### config.mk
export PLATFORM = sky130hd
export DESIGN_NAME = vector_stream_packer
export DESIGN_NICKNAME = d
export VERILOG_FILES = /design/src/rtl/vector_stream_packer.sv
export SDC_FILE = /design/constraint.sdc
export NUM_CORES = 1
export LEC_CHECK = 0
export BUFFER_PORTS_ARGS = -buffer_cell sky130_fd_sc_hd__buf_2
export CAP_MARGIN = 5
export CORE_MARGIN = 2
export CORE_UTILIZATION = 40
export CTS_BUF_LIST = sky130_fd_sc_hd__clkbuf_2 sky130_fd_sc_hd__clkbuf_4 sky130_fd_sc_hd__clkbuf_8
export CTS_CLUSTER_DIAMETER = 100
export CTS_CLUSTER_SIZE = 28
export DETAILED_ROUTE_END_ITERATION = 6
export PLACE_DENSITY = 0.65
export REMOVE_ABC_BUFFERS = 1
export SLEW_MARGIN = 20
export SYNTH_ARGS = -nofsm -noshare
export SYNTH_HDL_FRONTEND = slang
export SYNTH_SLANG_ARGS = --single-unit
### constraint.sdc
create_clock -name clock -period 1.8 [get_ports clock]
set_input_delay 0.09 -clock clock [delete_from_list [all_inputs] [get_ports clock]]
set_output_delay 0.09 -clock clock [all_outputs]
set_load 0.1 [all_outputs]
### src/rtl/vector_stream_packer.sv
// vector_stream_packer
// Gathers scalar elements arriving on a valid/ready stream into one packed
// vector of VECTOR_LENGTH lanes and offers it on a valid/ready output.
// A packet that ends early (in_last) is closed at once, and its unused upper
// lanes are filled with PAD_VALUE, so the consumer always gets a full-width
// vector. While a vector is held, a new element can only be taken in the same
// cycle that the held vector is consumed. That element goes to lane 0.
module vector_stream_packer #(
  parameter int                       ELEMENT_WIDTH = 4,
  parameter int                       VECTOR_LENGTH = 5,
  parameter logic [ELEMENT_WIDTH-1:0] PAD_VALUE     = '0,
  parameter int                       COUNT_WIDTH   = 3
) (
  input  logic                                   clock,
  input  logic                                   reset,
  input  logic [ELEMENT_WIDTH-1:0]               in_data,
  input  logic                                   in_valid,
  input  logic                                   in_last,
  output logic                                   in_ready,
  output logic [ELEMENT_WIDTH*VECTOR_LENGTH-1:0] out_vector,
  output logic                                   out_valid,
  input  logic                                   out_ready,
  output logic                                   out_partial,
  output logic [COUNT_WIDTH-1:0]                 out_count
);

  localparam logic [COUNT_WIDTH-1:0] LAST_IDX = COUNT_WIDTH'(VECTOR_LENGTH - 1);

  typedef enum logic {
    FILL,
    FULL
  } state_t;

  state_t                                     state_q, state_d;
  logic [COUNT_WIDTH-1:0]                     index_q, index_d;
  logic [COUNT_WIDTH-1:0]                     count_q, count_d;
  logic                                       partial_q, partial_d;
  logic [VECTOR_LENGTH-1:0][ELEMENT_WIDTH-1:0] lanes_q, lanes_d;

  logic in_acc;
  logic out_acc;
  logic closing;

  // Input is open whenever no vector is held, or the held one leaves this cycle.
  assign in_ready = (state_q == FILL) || out_ready;
  assign in_acc   = in_valid && in_ready;
  assign out_acc  = (state_q == FULL) && out_ready;
  // The accepted element completes a vector when it fills the top lane or ends the packet.
  assign closing  = in_acc && ((index_q == LAST_IDX) || in_last);

  assign out_valid   = (state_q == FULL);
  assign out_vector  = lanes_q;
  assign out_count   = count_q;
  assign out_partial = partial_q;

  // State register: FULL while a completed vector waits for the consumer.
  always_ff @(posedge clock or posedge reset) begin
    if (reset) begin
      state_q <= FILL;
    end else begin
      state_q <= state_d;
    end
  end

  // Next state: a closing element always leads to FULL, even if it arrives in the same cycle that the held vector leaves.
  always_comb begin
    state_d = state_q;
    case (state_q)
      FILL: begin
        if (closing) state_d = FULL;
      end
      FULL: begin
        if (out_acc) state_d = closing ? FULL : FILL;
      end
      default: state_d = FILL;
    endcase
  end

  // Lane writes, padding, and closing metadata for the next cycle.
  always_comb begin
    lanes_d   = lanes_q;
    index_d   = index_q;
    count_d   = count_q;
    partial_d = partial_q;
    if (in_acc) begin
      for (int k = 0; k < VECTOR_LENGTH; k++) begin
        if (COUNT_WIDTH'(k) == index_q) begin
          lanes_d[k] = in_data;
        end else if (closing && (COUNT_WIDTH'(k) > index_q)) begin
          lanes_d[k] = PAD_VALUE;
        end
      end
      if (closing) begin
        index_d   = '0;
        count_d   = index_q + COUNT_WIDTH'(1);
        partial_d = (index_q != LAST_IDX);
      end else begin
        index_d   = index_q + COUNT_WIDTH'(1);
      end
    end
  end

  // Datapath registers. A reset throws away any vector that is partly filled or held.
  always_ff @(posedge clock or posedge reset) begin
    if (reset) begin
      lanes_q   <= '0;
      index_q   <= '0;
      count_q   <= '0;
      partial_q <= 1'b0;
    end else begin
      lanes_q   <= lanes_d;
      index_q   <= index_d;
      count_q   <= count_d;
      partial_q <= partial_d;
    end
  end

endmodule
==> run_results.csv <==
group,metric,value,unit
status,status,"finished clean",
setup_path,start_kind,"flop",
setup_path,critPathRequiredTime,1.71,ns
placed_design,place_congestion,0.894,
detailed_routing,drtAntennaViolNets,0,
detailed_routing,drc,0,
yosys,synth.area.mux_share,0.0219,
final_layout,layout.nets,178,
yosys,synth-edff-count,0,
final_layout,drive_gt1_frac,0.315,
worst_hold_path,hp-class,"in2reg",
yosys,async_flop_share,1.00,
final_layout,stdcell_count,211,
yosys,yosys-top-cells-count,"28 x dfrtp_1, 15 x o21ai_0, 9 x nand3_1",
yosys,synth-simple-area-share,0.149,
final_layout,n_fill_cell,318,
final_layout,final_area,1670,um2
worst_hold_path,min_to,"out_vector[12]",
yosys,synth-xor-area-share,0,
global_routing,grt_pass1_vias,1160,
timing,fin_crit,1.68,ns
yosys,syn_area,1370,um2
detailed_routing,wl_per_cell,14.9,um
yosys,yosysTopAreaCell,"dfrtp_1",
setup_path,r2r_start,"index_q[0]",
floorplan,pin_count,35,
setup_path,crit_path_max_fanout,12,
placed_design,placed_area,1620,um2
floorplan,start_util,0.415,
setup_path,worstPathArrival,1.59,ns
detailed_routing,vias,1183,
yosys,synth-seq-cells,28,
timing,setup_viol,0,
floorplan,dieWidth,62.6,um
clock_network,clock_latency,0.32,ns
setup_path,path_class,"reg2out",
detailed_routing,dr.pass1.iters,4,
clock_network,cts_buffers,3,
global_routing,antenna_found_initial,0,
floorplan,die_h,62.6,um
global_routing,grt_use_total,0.171,
yosys,synth_compound_area_frac,0.234,
floorplan,rows,21,
setup_path,r2r-end,"out_count[0]",
yosys,synth_top_area_share,0.510,
final_layout,n_antenna_cell,0,
final_layout,post-route-util,0.503,
flow_run,cap_viol_max_count,0,
timing,rsz0062_at_grt,"no",
worst_hold_path,min_path_cells,2,
clock_network,path_clk_slew,0.14,ns
clock_network,h-tree-depth,1,
placed_design,io_buffer_count,34,
timing,slew-limit-headroom,0.678,
final_layout,synthToLayoutAreaGrowth,21.3,%
floorplan,core,3310,um2
yosys,synth_seq_area_share,0.510,
placed_design,place_hpwl,2.32,mm
floorplan,dieArea,3920,um2
global_routing,grt_overflow_total,0,
global_routing,grt_max_degree,29,
clock_network,clockBufferDepth,2,
timing,skew,0.00377,ns
yosys,synth_top_family_by_area,"compound AO/OA/AOI/OAI gates",
global_routing,grt_pass1_wl,5.50,mm
clock_network,cts_tree,"built",
setup_path,ff2ff_path_depth,5,
timing,fin_crit_sh,0.936,
detailed_routing,drt_wl_total,3.14,mm
placed_design,place_inst,206,
detailed_routing,via_per_inst,5.61,
clock_network,root_buffer,"clkbuf_4",
yosys,ys.flop_type,"dfrtp_1",
setup_path,rrSetupSlack,0.13,ns
detailed_routing,drt-initial-drc-count,104,
timing,hold_viol,0,
timing,fmax,594,MHz
yosys,yosysMostFrequentCell,"dfrtp_1",
yosys,synth_fa_ha_area_frac,0.0273,
setup_path,worst_setup_path_end_kind,"output port",
worst_hold_path,worstHoldStart,"in_data[0]",
clock_network,post_cts_buffers,0,
yosys,synthDistinctLibCells,34,
yosys,synthTopCellsByArea,"dfrtp_1 51%, o21ai_0 5.5%, a22o_1 5.1%, o211ai_1 3.8%, a32o_1 3.6%",
yosys,postSynthAreaPerCell,10.9,um2
yosys,yosys_warnings,0,
timing,slew_violations,0,
timing,tightest_slew,0.486,ns
clock_network,cts.sinks,28,
yosys,synthCells,126,
[worst max path at each step]
stage / start / end
after floorplan: out_valid / out_vector[0]
after global placement: index_q[0] / out_count[1]
after detailed placement: index_q[0] / out_count[1]
after CTS: out_valid / in_ready
after global routing: out_valid / in_ready
final: out_valid / in_ready
[layer usage]
metal | share of wire | track usage | vias to the layer above
met5 | 0 | 0 | -
met3 | 0.052 | 0.0342 | 2
met1 | 0.46 | 0.241 | 579
met4 | 0.0013 | 0.0250 | 0
met2 | 0.49 | 0.278 | 46
li1 | - | - | 556
[cell families (layout without fill, tap and decap cells)]
logic type | Yosys count | count (layout)
AND/OR/NAND/NOR | 34 | 34
buffers and inverters | 15 | 54
flip-flops | 28 | 28
AO/OA/AOI/OAI | 44 | 44
multiplexers | 2 | 2
adder cells (fa/ha/maj) | 3 | 3
[flip-flops by register name, indices dropped and copies added, names as in the netlist]
register,cells
out_partial,1
out_count,3
out_valid,1
index_q,3
out_vector,20
[per-stage QoR]
step / hold WS, ns / worst slack [ns] / TNS (ns)
2_1_floorplan: 0.155 / -0.886 / -18.63
3_3_place_gp: 0.166 / 0.182 / 0
3_5_place_dp: 0.168 / 0.128 / 0
4_1_cts: 0.0708 / 0.00372 / 0
5_1_grt: 0.0502 / 0.0272 / 0
6_report: 0.0725 / 0.115 / 0
[cell usage in the layout, fill, tap and decap left out, drive strengths merged]
cell,Yosys,final
inv,8,8
clkbuf,2,4
nand2,1,1
nand4,8,8
nor3b,1,1
nand2b,1,1
and2,2,2
a21oi,2,2
o211ai,7,7
a22o,8,8
o311ai,1,1
o2111ai,1,1
or3,1,1
o21ai,15,15
nor4,1,1
dfrtp,28,28
nor2,3,3
a32o,5,5
o22ai,1,1
ha,3,3
a22oi,1,1
nand3,9,9
buf,5,41
and2b,1,1
dlygate4sd3,0,1
mux2,2,2
nor2b,5,5
a31oi,1,1
o31ai,1,1
and3,1,1
o21a,1,1
[timing repair]
item | 4_1_cts | 5_1_grt
endpoints found under the hold margin | 28 | 0
gates resized for setup | 0 | 1
endpoints found under the setup margin | 0 | 1
hold buffers | 1 | 0
[layout make-up]
type | instances | area (um2) | area share
inverter | 8 | 30.0 | 0.0180
multi-input combinational | 83 | 594 | 0.357
sequential | 28 | 701 | 0.420
tap | 46 | 57.6 | 0.0345
timing repair buffer | 42 | 248 | 0.149
clock buffer | 4 | 36.3 | 0.0218
[critical path, cell delays in order (launching register included)]
cell and delay (ns):
dfrtp_1 0.39, and2b_1 0.28, inv_2 0.23, buf_4 0.20
buf_12 0.18
Power is left out: the tool's default activity adds up to more than one toggle a clock period on the data nets, which glitch-free logic cannot reach.
